**src/rtl/override_pc_injector.sv**
```systemverilog
// Override-channel injector: seeds one start-PC token per enabled CC slot into the
// token ring per character, then waits for the ring to drain. Optional stats: OVERRIDE_PC_INJECTOR_STATS_EN.
module override_pc_injector #(
  parameter int PC_WIDTH            = 8,
  parameter int CC_ID_BITS          = 1,
  parameter int START_PC            = 0,
  parameter int LATENCY_COUNT_WIDTH = 8
) (
  input  logic                           clk,
  input  logic                           rst,
  input  logic                           new_char,
  input  logic [2**CC_ID_BITS-1:0]       cur_window_enable,
  input  logic [2**CC_ID_BITS-1:0]       cur_window_end_of_s,
  input  logic                           any_bb_running,
  input  logic [2**CC_ID_BITS-1:0]       elaborating_chars,
  output logic                           ovr_valid,
  output logic [PC_WIDTH+CC_ID_BITS-1:0] ovr_data,
  input  logic                           ovr_ready,
  input  logic [LATENCY_COUNT_WIDTH-1:0] ovr_latency,
  output logic                           busy,
  output logic                           char_done,
  output logic [CC_ID_BITS:0]            injected_count
`ifdef OVERRIDE_PC_INJECTOR_STATS_EN
  ,
  output logic [15:0]                    stall_cycles,
  output logic [15:0]                    char_count
`endif
);

  localparam int SLOTS = 2**CC_ID_BITS;
  localparam int CNT_W = CC_ID_BITS + 1;
  localparam int DATA_W = PC_WIDTH + CC_ID_BITS;
  localparam logic [PC_WIDTH-1:0] START_PC_T = PC_WIDTH'(START_PC);

  typedef enum logic [2:0] {
    S_IDLE,
    S_LOAD,
    S_INJECT,
    S_DRAIN,
    S_DONE
  } state_e;

  state_e              state_q, state_d;
  logic [SLOTS-1:0]    pending_q, pending_d;
  logic                ovr_valid_q, ovr_valid_d;
  logic [DATA_W-1:0]   ovr_data_q, ovr_data_d;
  logic                busy_q, busy_d;
  logic                char_done_q, char_done_d;
  logic [CNT_W-1:0]    injected_count_q, injected_count_d;
  logic                drain_cnt_q, drain_cnt_d;

  logic [CC_ID_BITS-1:0] cur_k;
  logic [SLOTS-1:0]      pend_after;
  logic                  ring_idle;
  logic                  xfer;

  // The ring's latency is informational; control never depends on it.
  logic unused_latency;
  assign unused_latency = ^ovr_latency;

  function automatic logic [CC_ID_BITS-1:0] lowest_idx(input logic [SLOTS-1:0] m);
    lowest_idx = '0;
    for (int i = SLOTS - 1; i >= 0; i--) begin
      if (m[i]) lowest_idx = CC_ID_BITS'(i);
    end
  endfunction

  assign cur_k      = ovr_data_q[CC_ID_BITS-1:0];
  assign pend_after = pending_q & ~(SLOTS'(1) << cur_k);
  assign ring_idle  = ~any_bb_running & ~(|elaborating_chars);
  assign xfer       = ovr_valid_q & ovr_ready;

  always_comb begin
    // NOTE: every _d gets a default first so no path through the case infers a latch.
    state_d          = state_q;
    pending_d        = pending_q;
    ovr_valid_d      = ovr_valid_q;
    ovr_data_d       = ovr_data_q;
    busy_d           = busy_q;
    char_done_d      = 1'b0;
    injected_count_d = injected_count_q;
    drain_cnt_d      = drain_cnt_q;

    unique case (state_q)
      S_IDLE: begin
        if (new_char) begin
          pending_d        = cur_window_enable & ~cur_window_end_of_s;
          injected_count_d = '0;
          busy_d           = 1'b1;
          state_d          = S_LOAD;
        end
      end

      S_LOAD: begin
        if (pending_q == '0) begin
          busy_d      = 1'b0;
          char_done_d = 1'b1;
          state_d     = S_DONE;
        end else begin
          ovr_valid_d = 1'b1;
          ovr_data_d  = {START_PC_T, lowest_idx(pending_q)};
          state_d     = S_INJECT;
        end
      end

      // Valid/data only change on a transfer, so a stalled token is never retracted.
      S_INJECT: begin
        if (xfer) begin
          pending_d        = pend_after;
          injected_count_d = injected_count_q + CNT_W'(1);
          if (pend_after != '0) begin
            ovr_data_d = {START_PC_T, lowest_idx(pend_after)};
          end else begin
            ovr_valid_d = 1'b0;
            drain_cnt_d = 1'b0;
            state_d     = S_DRAIN;
          end
        end
      end

      // Two consecutive idle cycles cover the token still in the override arbiter.
      S_DRAIN: begin
        if (ring_idle) begin
          if (drain_cnt_q) begin
            busy_d      = 1'b0;
            char_done_d = 1'b1;
            state_d     = S_DONE;
          end else begin
            drain_cnt_d = 1'b1;
          end
        end else begin
          drain_cnt_d = 1'b0;
        end
      end

      S_DONE: begin
        state_d = S_IDLE;
      end

      default: begin
        state_d = S_IDLE;
      end
    endcase
  end

`ifdef OVERRIDE_PC_INJECTOR_STATS_EN
  logic [15:0] stall_cycles_q, stall_cycles_d;
  logic [15:0] char_count_q, char_count_d;

  always_comb begin
    stall_cycles_d = stall_cycles_q;
    char_count_d   = char_count_q;
    if (ovr_valid_q && !ovr_ready && stall_cycles_q != 16'hFFFF) begin
      stall_cycles_d = stall_cycles_q + 16'd1;
    end
    if (char_done_q) begin
      char_count_d = char_count_q + 16'd1;
    end
  end

  assign stall_cycles = stall_cycles_q;
  assign char_count   = char_count_q;
`endif

  // NOTE: state updates use non-blocking assignments so all flops sample the same pre-edge values.
  always_ff @(posedge clk) begin
    if (rst) begin
      state_q          <= S_IDLE;
      pending_q        <= '0;
      ovr_valid_q      <= 1'b0;
      ovr_data_q       <= '0;
      busy_q           <= 1'b0;
      char_done_q      <= 1'b0;
      injected_count_q <= '0;
      drain_cnt_q      <= 1'b0;
`ifdef OVERRIDE_PC_INJECTOR_STATS_EN
      stall_cycles_q   <= '0;
      char_count_q     <= '0;
`endif
    end else begin
      state_q          <= state_d;
      pending_q        <= pending_d;
      ovr_valid_q      <= ovr_valid_d;
      ovr_data_q       <= ovr_data_d;
      busy_q           <= busy_d;
      char_done_q      <= char_done_d;
      injected_count_q <= injected_count_d;
      drain_cnt_q      <= drain_cnt_d;
`ifdef OVERRIDE_PC_INJECTOR_STATS_EN
      stall_cycles_q   <= stall_cycles_d;
      char_count_q     <= char_count_d;
`endif
    end
  end

  assign ovr_valid      = ovr_valid_q;
  assign ovr_data       = ovr_data_q;
  assign busy           = busy_q;
  assign char_done      = char_done_q;
  assign injected_count = injected_count_q;

endmodule

```
**config.mk**
```make
export PLATFORM = sky130hd
export DESIGN_NAME = override_pc_injector
export DESIGN_NICKNAME = d
export VERILOG_FILES = /design/src/rtl/override_pc_injector.sv
export SDC_FILE = /design/constraint.sdc
export NUM_CORES = 1
export LEC_CHECK = 0
export ABC_AREA = 1
export ABC_CLOCK_PERIOD_IN_PS = 1800
export CAP_MARGIN = 20
export CORE_MARGIN = 2
export CORE_UTILIZATION = 44
export DETAILED_ROUTE_END_ITERATION = 12
export GPL_ROUTABILITY_DRIVEN = 0
export HOLD_SLACK_MARGIN = 0.08
export PLACE_DENSITY = 0.84
export SKIP_CTS_REPAIR_TIMING = 1
export SYNTH_ARGS = -nofsm -noshare
export SYNTH_HDL_FRONTEND = slang
export SYNTH_SLANG_ARGS = --single-unit
```
**constraint.sdc**
```tcl
create_clock -name clk -period 1.8 [get_ports clk]
set_clock_uncertainty 0.1 [all_clocks]
set_input_delay 0.45 -clock clk [delete_from_list [all_inputs] [get_ports clk]]
set_output_delay 0.45 -clock clk [all_outputs]
set_load 0.005 [all_outputs]
```
==> metrics.txt <==
post-synthesis sequential area ratio 0.322; n_diodes 0; drt drc 0; Fillers approximately 160; reg-to-reg slack, setup approximately 0.54 ns; initial antenna violation count 0; Hold Path End busy$_SDFFE_PP0P_; clock-pin slew on the worst setup and hold paths ~0.07 ns; Pre-antenna DRT Iters 4; count of pins over their slew limit 0; Avg Synthesized Cell Area just over 7 um^2; critical path type register to output port; register area approximately 240 um^2; Post-synth ARST share 0; met3 Use GR 0.0480; total wire length between 1000 and 1500 um; Final Setup Violations 0; VDD IR max 0.647 mV; initial core utilization 0.485; EDFF count, synth 0; iteration-0 DRC count of the detailed router 7; setup_tns 0 ns; fraction of layout cells with a size suffix above 1 0.195; Top Usage Layer GRT met2; Hold Crit Class register to register; CTS max path bufs 2; leading cell types by count after synthesis 17 x nand2_1, 12 x dfxtp_1, 12 x inv_1, 11 x nand3_1; arrival time of the worst setup path 1.18 ns; final core occ 0.601; first-pass GRT wire length about 2500 um; Final Critical Period approximately 1.7 ns; Clk Latency, worst-skew pair approximately 0.27 ns; Setup crit end kind output port; total I/O pin count 33; Psw around 550 uW; CP top delay family buffers and inverters; Multi-input gate area 418 um^2; hold_sp busy$_SDFFE_PP0P_; Pwr per Cell Area between 1000 and 1500 nW/um^2; reg-to-reg startpoint state_q[2]$_SDFFE_PP0P_; port bufs 16; delay of the slowest critical-path stage approximately 0.52 ns; Clk pwr share 0.128; Die Y approximately 45 um; drt wl/cell between 10 and 15 um; Pwr Total between 1000 and 1500 uW; Die ar. 2040 um^2; Area Overhead vs Synth 24.1%; Final Hold Fails 0; Clock Sinks 12; Pleak around 0.00042 uW; Synth Warn # 0; CTS tree done; met2 Use GR 0.289; fmax 0.577 GHz; hold path cells 2; vias in the first global route ~650; R2R depth 8; fin area 927 um^2; top cell type by total area after synthesis dfxtp_1; total grt overflow 0; combinational share of power 0.532; Die Wd approximately 45 um; DP Area just over 900 um^2; switching share of power 0.434; most instantiated library cell after synthesis nand2_1; synthesized netlist cell count roughly 100; CTS Buf Count 3; ys flop type dfxtp_1; largest net degree at the start of global routing 8; Max FO, Critical Path 4; Critical Path, Cell by Cell clkdlybuf4s50_1; Critical Path RT around 1.3 ns; H-tree Lvls 1; status completed; Nets between 100 and 150; CP Launch Type register; GRT Total Usage 0.170; sequential power share 0.340; met1 usage 0.180; post-synth top area share 0.322; flops & latches, synth 12; Slowest cell on crit path clkdlybuf4s50_1; Max Cap Viol 0; worst reg2reg endpoint state_q[1]$_SDFFE_PP0P_; CTS Root Cell clkbuf_4; dpl hpwl about 1200 um; Pint slightly above 700 uW; via count just under 700; synth unique cells 25; post-route ant nets 0; vias per inst approximately 4.9; WP buf/inv 1; synth top area cells dfxtp_1 32%, nand2_1 8.5%, buf_4 8.0%; Post-Syn Area between 700 and 800 um^2; core region area roughly 1500 um^2; Final period util 0.963; Cell Rows 14; RSZ-0062 raised after global routing no
==> power groups by stage <==
stage	Clock, uW	Combinational (uW)	Sequential, uW
2_1_floorplan	0	515	425
3_3_place_gp	0	650	427
3_5_place_dp	0	672	435
4_1_cts	167	674	429
5_1_grt	186	761	439
6_report	161	671	429
==> layer usage <==
layer  wire, um  vias up
li1           -      357
met1        623      301
met2        702       24
met3         91        6
met4         44        0
met5          0        -
==> per-stage QoR <==
stage                     setup slack [ns]  cells  hold WS, ns
after floorplan                      0.585    111        0.343
after global placement               0.131    136        0.337
after detailed placement             0.104    136        0.346
after CTS                           0.0583    139        0.356
after global routing              0.000892    139        0.388
final                               0.0662    139        0.350
==> how the worst max path moves through the flow <==
stage,from,end,slack [ns],cells after the start
final,injected_count[0]$_SDFFE_PP0P_,injected_count[0],0.07,1
after CTS,injected_count[0]$_SDFFE_PP0P_,injected_count[0],0.06,1
after global routing,injected_count[0]$_SDFFE_PP0P_,injected_count[0],0.0009,1
after detailed placement,ovr_ready,drain_cnt_q$_SDFFE_PP0P_,0.10,8
after floorplan,rst,busy$_SDFFE_PP0P_,0.58,4
after global placement,ovr_ready,ovr_valid$_SDFFE_PP0P_,0.13,8
==> flip-flops by register name, indices dropped and copies added, names as in the netlist <==
name	count
state_q	3
injected_count	2
pending_q	2
busy	1
char_done	1
drain_cnt_q	1
ovr_data	1
ovr_valid	1
==> final cells by class <==
cell class              instances  area share
clock buffers                   3      0.0243
well taps                      16      0.0216
inverters                      13      0.0553
repair buffers                 18       0.189
multi-input cells              77       0.451
flip-flops and latches         12       0.259
==> cell families (layout without fill, tap and decap cells) <==
group,count (synthesis),count (layout),share of synthesized area
AO/OA/AOI/OAI,14,14,0.124
AND/OR/NAND/NOR,54,54,0.384
buffers and inverters,22,34,0.154
flip-flops,12,12,0.322
other,1,8,0.00502
XOR/XNOR,1,1,0.0117
==> placed cells by master (no fill, tap or decap), types with 2 or more instances in the layout <==
cell type and instances:
nand3b_1 2, clkdlybuf4s50_1 16, inv_1 12, a21oi_2 4
conb_1 8, nor2_2 2, nand4_1 2, nand2_4 3
buf_4 2, dfxtp_1 12, nand3_1 11, nand2_1 17
a21oi_1 5, clkbuf_4 3, nor2_1 8, nand2_2 6
==> tightest hold or removal path, delay by kind of cell (launching register included) <==
family,cells,cell delay [ns]
compound gates,1,0.05
flops,1,0.31
buf+inv,1,0.05
Note: power is estimated with default switching activity, not from simulation.
